--- config.mk ---
export PLATFORM = sky130hd
export DESIGN_NAME = logic_unit_arbiter
export DESIGN_NICKNAME = d
export VERILOG_FILES = /design/src/rtl/logic_unit_arbiter.sv
export SDC_FILE = /design/constraint.sdc
export NUM_CORES = 1
export LEC_CHECK = 0
export BUFFER_PORTS_ARGS = -buffer_cell sky130_fd_sc_hd__buf_2
export CORE_AREA = 2 2 112 114
export CTS_CLUSTER_DIAMETER = 100
export DETAILED_ROUTE_END_ITERATION = 16
export DIE_AREA = 0 0 114 116
export GPL_ROUTABILITY_DRIVEN = 0
export PLACE_DENSITY_LB_ADDON = 0.2
export RECOVER_POWER = 100
export SETUP_SLACK_MARGIN = 0.2
export SYNTH_ARGS = -nofsm -noshare
export SYNTH_HDL_FRONTEND = slang
export SYNTH_SLANG_ARGS = --single-unit
--- constraint.sdc ---
create_clock -name clk -period 2 [get_ports clk]
set_input_delay 0.3 -clock clk [delete_from_list [all_inputs] [get_ports clk]]
set_output_delay 0.3 -clock clk [all_outputs]
set_load 0.01 [all_outputs]
--- src/rtl/logic_unit_arbiter.sv ---
`default_nettype none
// ============================================================================
// Module   : logic_unit_arbiter
// Brief    : Round-robin sharing of one combinational logic unit between two
//            valid/ready requesters, with tagged, registered results.
// Revision : 1.0
// ============================================================================
module logic_unit_arbiter #(
    parameter int WIDTH = 32,
    parameter int CNT_W = 8
) (
    input  logic             clk,
    input  logic             rst_n,
    input  logic             req0_valid,
    output logic             req0_ready,
    input  logic [WIDTH-1:0] req0_a,
    input  logic [WIDTH-1:0] req0_b,
    input  logic [1:0]       req0_op,
    input  logic             req1_valid,
    output logic             req1_ready,
    input  logic [WIDTH-1:0] req1_a,
    input  logic [WIDTH-1:0] req1_b,
    input  logic [1:0]       req1_op,
    output logic [WIDTH-1:0] lu_a,
    output logic [WIDTH-1:0] lu_b,
    output logic             lu_s1,
    output logic             lu_s0,
    input  logic [WIDTH-1:0] lu_g,
    output logic             res_valid,
    input  logic             res_ready,
    output logic             res_id,
    output logic [WIDTH-1:0] res_g,
    output logic             busy,
    output logic [CNT_W-1:0] done_cnt0,
    output logic [CNT_W-1:0] done_cnt1
);

    typedef enum logic [1:0] {
        ST_IDLE = 2'd0,
        ST_EXEC = 2'd1,
        ST_RESP = 2'd2
    } state_t;

    localparam logic [CNT_W-1:0] C_CNT_MAX = {CNT_W{1'b1}};
    localparam logic [CNT_W-1:0] C_CNT_ONE = {{(CNT_W-1){1'b0}}, 1'b1};

    state_t           r_state;
    state_t           w_state_nxt;
    logic             r_last;
    logic             w_grant_id;
    logic             w_accept;
    logic             w_rsp_done;
    logic [WIDTH-1:0] r_lu_a;
    logic [WIDTH-1:0] r_lu_b;
    logic [1:0]       r_lu_op;
    logic             r_res_valid;
    logic             r_res_id;
    logic [WIDTH-1:0] r_res_g;
    logic [CNT_W-1:0] r_cnt0;
    logic [CNT_W-1:0] r_cnt1;

    // On a tie the requester that was not served last wins; a lone request always wins.
    always_comb begin
        w_grant_id = req1_valid;
        if (req0_valid && req1_valid) begin
            w_grant_id = ~r_last;
        end
    end

    // rst_n gates the accept so both readies stay low throughout reset.
    assign w_accept   = rst_n && (r_state == ST_IDLE) && (req0_valid || req1_valid);
    assign w_rsp_done = (r_state == ST_RESP) && res_ready;
    assign req0_ready = w_accept && !w_grant_id;
    assign req1_ready = w_accept &&  w_grant_id;

    always_comb begin
        w_state_nxt = r_state;
        case (r_state)
            ST_IDLE: if (w_accept)   w_state_nxt = ST_EXEC;
            ST_EXEC:                 w_state_nxt = ST_RESP;
            ST_RESP: if (res_ready)  w_state_nxt = ST_IDLE;
            default:                 w_state_nxt = ST_IDLE;
        endcase
    end

    always_ff @(posedge clk or negedge rst_n) begin
        if (!rst_n) begin
            r_state <= ST_IDLE;
        end else begin
            r_state <= w_state_nxt;
        end
    end

    always_ff @(posedge clk or negedge rst_n) begin
        if (!rst_n) begin
            r_last      <= 1'b1;
            r_lu_a      <= '0;
            r_lu_b      <= '0;
            r_lu_op     <= 2'b00;
            r_res_valid <= 1'b0;
            r_res_id    <= 1'b0;
            r_res_g     <= '0;
            r_cnt0      <= '0;
            r_cnt1      <= '0;
        end else begin
            if (w_accept) begin
                r_last   <= w_grant_id;
                r_res_id <= w_grant_id;
                r_lu_a   <= w_grant_id ? req1_a  : req0_a;
                r_lu_b   <= w_grant_id ? req1_b  : req0_b;
                r_lu_op  <= w_grant_id ? req1_op : req0_op;
            end

            if (r_state == ST_EXEC) begin
                r_res_g     <= lu_g;
                r_res_valid <= 1'b1;
            end else if (w_rsp_done) begin
                r_res_valid <= 1'b0;
            end

            if (w_rsp_done) begin
                if (!r_res_id && (r_cnt0 != C_CNT_MAX)) begin
                    r_cnt0 <= r_cnt0 + C_CNT_ONE;
                end
                if (r_res_id && (r_cnt1 != C_CNT_MAX)) begin
                    r_cnt1 <= r_cnt1 + C_CNT_ONE;
                end
            end
        end
    end

    assign lu_a      = r_lu_a;
    assign lu_b      = r_lu_b;
    assign lu_s1     = r_lu_op[1];
    assign lu_s0     = r_lu_op[0];
    assign res_valid = r_res_valid;
    assign res_id    = r_res_id;
    assign res_g     = r_res_g;
    assign busy      = (r_state != ST_IDLE);
    assign done_cnt0 = r_cnt0;
    assign done_cnt1 = r_cnt1;

endmodule
`default_nettype wire

# [Word level (Yosys, flattened, before mapping)]
# Index checks and enable logic that the tools add are counted.
[word_totals] mem_count=0 ff_bits=119 latchBits=0 word_cells=45 mem_bits_rw=0 romBits=0 out_inout_bits=119
[classes] n_shift=0 multipliers=0 n_bitwise=1 eq_ne=6 n_reduce_logical=17 add_sub_neg=2 muxes=9 order_cmp=0 div=0
[op_table] cell="2-to-1 mux 32 bit" n=2
[op_table] cell="adder 8 x 1 -> 8 bit, second input constant" n=2
[op_table] cell="inequality test 8 bit, second input constant" n=2
[op_table] cell="logical AND 1 bit" n=8
[op_table] cell="2-to-1 mux 2 bit" n=3
[op_table] cell="case mux 2 bit (3 select lines)" n=1
[op_table] cell="AND reduction 2 bit" n=3
[op_table] cell="inequality test 2 bit, second input constant" n=2
[op_table] cell="nonzero test 2 bit" n=2
[op_table] cell="2-to-1 mux 1 bit" n=3
[op_table] cell="== test 2 x 1 -> 1 bit, second input constant" n=1
[op_table] cell="== test 2 bit, second input constant" n=1
[op_table] cell="logical NOT 1 bit" n=2
[op_table] cell="logical NOT 2 bit" n=1
[op_table] cell="logical OR 1 bit" n=1
[op_table] cell="NOT 1 bit" n=1

# [Logic depth before layout (Yosys ltp)]
[logic_depth] word_depth=5 depth_mapped=7 depth_no_buf=5

# [Worst setup path after synthesis]
# OpenSTA, ideal clock, no wires.
[synth_timing] path_kind="register -> register" start="register r_cnt1[0] (netlist: done_cnt1[0])" end="register r_cnt1[1] (netlist: done_cnt1[1])" arrival_ps=1455 slack_ps=420 stages_incl_launch_ff=5 n_path_buf=0 synth_period_minus_slack_ps=1580 path_cell_list="dfrtp_1 -> ha_1 -> nand3_1 -> o21ai_0 -> mux2_2"
[synth_between] elab_chain_cells=3 word_cells_on_any_way=4 cone_classes="1 x add/sub; 1 x eq/ne; 2 x reduce/logical"
[synth_rtl] element="start, declared" line="60" source="logic [CNT_W-1:0] r_cnt1;"
[synth_rtl] element="start signal, assigned" line="126" source="r_cnt1 <= r_cnt1 + C_CNT_ONE;"
[synth_rtl] element="parallel branches: the longest is 3 deep, another holds adder 8 x 1 -> 8 bit"
# Parallel ways; which one is timed is not known.
# A chain may end at the register's enable or synchronous reset.

# [Worst setup path after layout]
[layout_timing] start="register r_state[0]" end="output req1_ready"
[layout_between] elab_chain_cells=4
[layout_rtl] element="start, declared" line="47" source="state_t r_state;"
[layout_rtl] element="start signal, assigned" line="90" source="r_state <= w_state_nxt;"
[layout_rtl] element="logical NOT 2 bit" line="71" source="assign w_accept = rst_n && (r_state == ST_IDLE) && (req0_valid || req1_valid);"
[layout_rtl] element="logical AND 1 bit (2 in series)" line="71"
[layout_rtl] element="logical AND 1 bit" line="74" source="assign req1_ready = w_accept && w_grant_id;"
[layout_rtl] element="end, declared" line="20" source="output logic req1_ready,"
# Every way passes these cells.

==> key figures <==
Route
  – Vias per Instance: ~5.3
  – Post-route ant nets: 0
  – Pre-antenna DRT Iters: 9
  – Final WL: around 15 mm
  – DRC Markers: 0
  – DR iter-0 viols: between 600 and 700
  – Routed len/inst: 17.7 um
  – Via Count: ~4400

Layout
  – Layout Cells excl Fill: 838
  – Post-layout util: a little under three fifths
  – Reg area: between 2000 and 3000 um^2
  – Syn-to-layout area delta: 41.4%
  – Commonest non-fill, non-tap cells in the layout: 168 x buf_2, 125 x clkbuf_1, 118 x dfrtp_1
  – Layout Nets: approximately 850
  – Commonest non-fill, non-tap cell in the layout: buf_2
  – Fraction of layout cells with a size suffix above 1: 35.5%
  – Area of the multi-input gates: 1480 um^2
  – Filler cell count: 1100

Die
  – Row Count: 40
  – Die Wd: between 100 and 150 um
  – Die ar.: about 13000 um^2
  – # IOs: roughly 290
  – CORE AREA: roughly 12000 um^2
  – Die Ht: ~120 um
  – Starting Density: about 41%

Synthesis
  – Post-Syn Nets: 556
  – Fraction of registers with async set/reset: 100%
  – Gate Count Post-Synth: 385
  – Synthesis-stage register bit count: 119
  – Post-Syn Area: 4850 um^2
  – Top_reg_cell synth: dfrtp_1
  – Seq/Total Area, Yosys: between 60% and 70%
  – Netlist cell types: 32
  – Ys Warns: 0
  – Mean post-synth cell area: between 10 and 15 um^2
  – Post-synth EDFFs: 0

Clock tree
  – TritonCTS Sinks: approximately 120
  – Worst-Skew Late Latency: ~400 ps
  – CTS root buf: clkbuf_16
  – CTS clk-pin slew, worst paths: around 50 ps
  – CTS buffer count: 17
  – Clock tree buffer depth: 2
  – H-Tree Depth: 4
  – TritonCTS clock tree: yes

Critical path
  – Worst Path Max Fanout: 4
  – CP max stage delay: between 400 and 500 ps
  – Critical R2R Capture: lu_b[7]$_DFFE_PN0P_
  – R2r setup slk: around 240 ps
  – CP cell instances: nor3b_4, and3_1, buf_6
  – Worst setup endpoint: req1_ready
  – Setup crit start kind: flop
  – CP Capture Type: output port
  – CP required: around 1700 ps
  – Critical path type: reg -> out
  – Crit path from: r_state[0]$_DFFE_PN0P_
  – Reg-to-reg startpoint: r_last$_DFFE_PN1P_
  – Worst EP arrival: between 1000 and 1500 ps
  – Slowest-stage cell, CP: dfrtp_1
  – FF-to-FF path depth: 6

Global route
  – Largest net degree at the start of global routing: 64
  – Vias in the first global route: around 4300
  – Gr usage total: a little over a fifth
  – Initial antenna violation count: 1
  – Remaining global-route overflow: 0
  – First-pass GRT wire length: about 22 mm

STA
  – Slew headroom: -5.05%
  – Post-route setup TNS: 0 ps
  – Max Slew Vio Count: 64
  – Minimum clock period: 1770 ps
  – Final setup vio count: 0
  – RSZ-0062 raised after global routing: yes
  – Final Hold Viols: 0
  – FMAX: ~560 MHz
  – Worst Skew: between 6 and 7 ps
  – Final period util: roughly nine tenths
  – Least-Margin Pin Slew: 1580 ps

Outcome
  – Violated checks: max-capacitance violations, max-slew violations
  – Run status: complete, but fails checks

Run
  – Max_cap viols: 1

Placement
  – PortBufs: roughly 290
  – DPL Wire Length: about 11 mm
  – Placed cells: 805

Power and ir drop
  – Pleak: between 3 and 4 nW
  – Max VDD drop: slightly above 800 uV
  – Total power: ~10 mW
  – Pwr dens: approximately 1500 nW/um^2

Hold path
  – Hold WC Path Type: in -> reg
flip-flops by register name (all words and copies together), names as in the netlist:
| register | count |
|---|---|
| lu_a | 32 |
| lu_b | 32 |
| res_g | 32 |
| done_cnt0 | 8 |
| done_cnt1 | 8 |
| r_lu_op | 2 |
| r_state | 2 |
| r_last | 1 |
| res_id | 1 |
| res_valid | 1 |
per-layer routing:
| metal | track usage [%] | routed length, um | up-vias |
|---|---|---|---|
| met5 | 0 | 0 | - |
| met1 | 24.1 | 5630 | 2170 |
| met3 | 7.64 | 1370 | 15 |
| met2 | 37.3 | 7630 | 230 |
| li1 | - | - | 2021 |
| met4 | 8.86 | 190 | 0 |
worst min path at each step:
stage	startpoint	to	slack [ps]	cells past startpoint
after global routing	lu_g[9]	res_g[9]$_DFFE_PN0P_	110	2
after floorplan	rst_n	done_cnt0[0]$_DFFE_PN0P_	4	0
after detailed placement	lu_b[25]$_DFFE_PN0P_	lu_b[25]$_DFFE_PN0P_	480	2
after CTS	rst_n	done_cnt0[2]$_DFFE_PN0P_	90	2
after global placement	lu_a[17]$_DFFE_PN0P_	lu_a[17]$_DFFE_PN0P_	470	2
final	req0_b[25]	lu_b[25]$_DFFE_PN0P_	130	3
cells in the mapped netlist, types with 2 or more instances:
cell type	instances	area, um^2
o21ai_0	3	15.0
buf_2	10	50.1
a21oi_1	6	30.0
nor2_1	13	48.8
buf_6	4	45.0
nor3_1	3	15.0
xnor2_1	4	35.0
nand4_1	4	25.0
mux2_2	35	394
a222oi_1	66	661
nand2_1	8	30.0
inv_1	70	263
clkbuf_1	11	41.3
xor2_1	6	52.6
and3_1	4	25.0
dfrtp_1	118	2950
nand3_1	4	20.0
ha_1	2	25.0
per-stage QoR:
step / worst slack (ps) / area, um^2 / hold slack (ps)
6_report: 229 / 6860 / 126
3_3_place_gp: 208 / 6460 / 465
4_1_cts: 226 / 7010 / 90.7
5_1_grt: 99.4 / 6860 / 111
3_5_place_dp: 154 / 6460 / 476
2_1_floorplan: 420 / 4850 / 4.41
logic make-up (layout without fill, tap and decap cells):
kind of cell / Yosys count / after routing / share of synthesized area (%)
muxes: 35 / 35 / 8.13
AOI/OAI and AO/OA: 79 / 79 / 15.1
buffers and inverters: 97 / 402 / 8.46
other: 0 / 1 / 0
xor gates and xnor gates: 10 / 10 / 1.81
DFF: 119 / 119 / 61.4
adders and majority gates: 2 / 2 / 0.516
and+or+nand+nor: 43 / 43 / 4.54
power breakdown:
part	switching (mW)	total, mW	internal [mW]
Clock	0.985	2.70	1.72
Sequential	0.672	4.14	3.47
Combinational	1.81	3.19	1.38
final cells by class:
type / instances / area share [%]
Sequential cell: 119 / 43.4
Multi-Input combinational cell: 169 / 21.6
Timing Repair Buffer: 303 / 20.7
Clock buffer: 25 / 7.37
Inverter: 70 / 3.83
Tap cell: 147 / 2.68
Clock inverter: 4 / 0.292
Antenna cell: 1 / 0.0365
critical path, delay by kind of cell, from the launching register on:
family	cells	cell delay, ps
and+or+nand+nor	2	530
DFF	1	410
buffers and inverters	1	140
repair_timing:
action,CTS,global route
endpoints found under the setup margin,39,4
pin swaps,1,4
setup buffers,2,1
resized for setup,2,5
hold buffers,0,0
No activity file was read; power rests on OpenSTA's default activity.
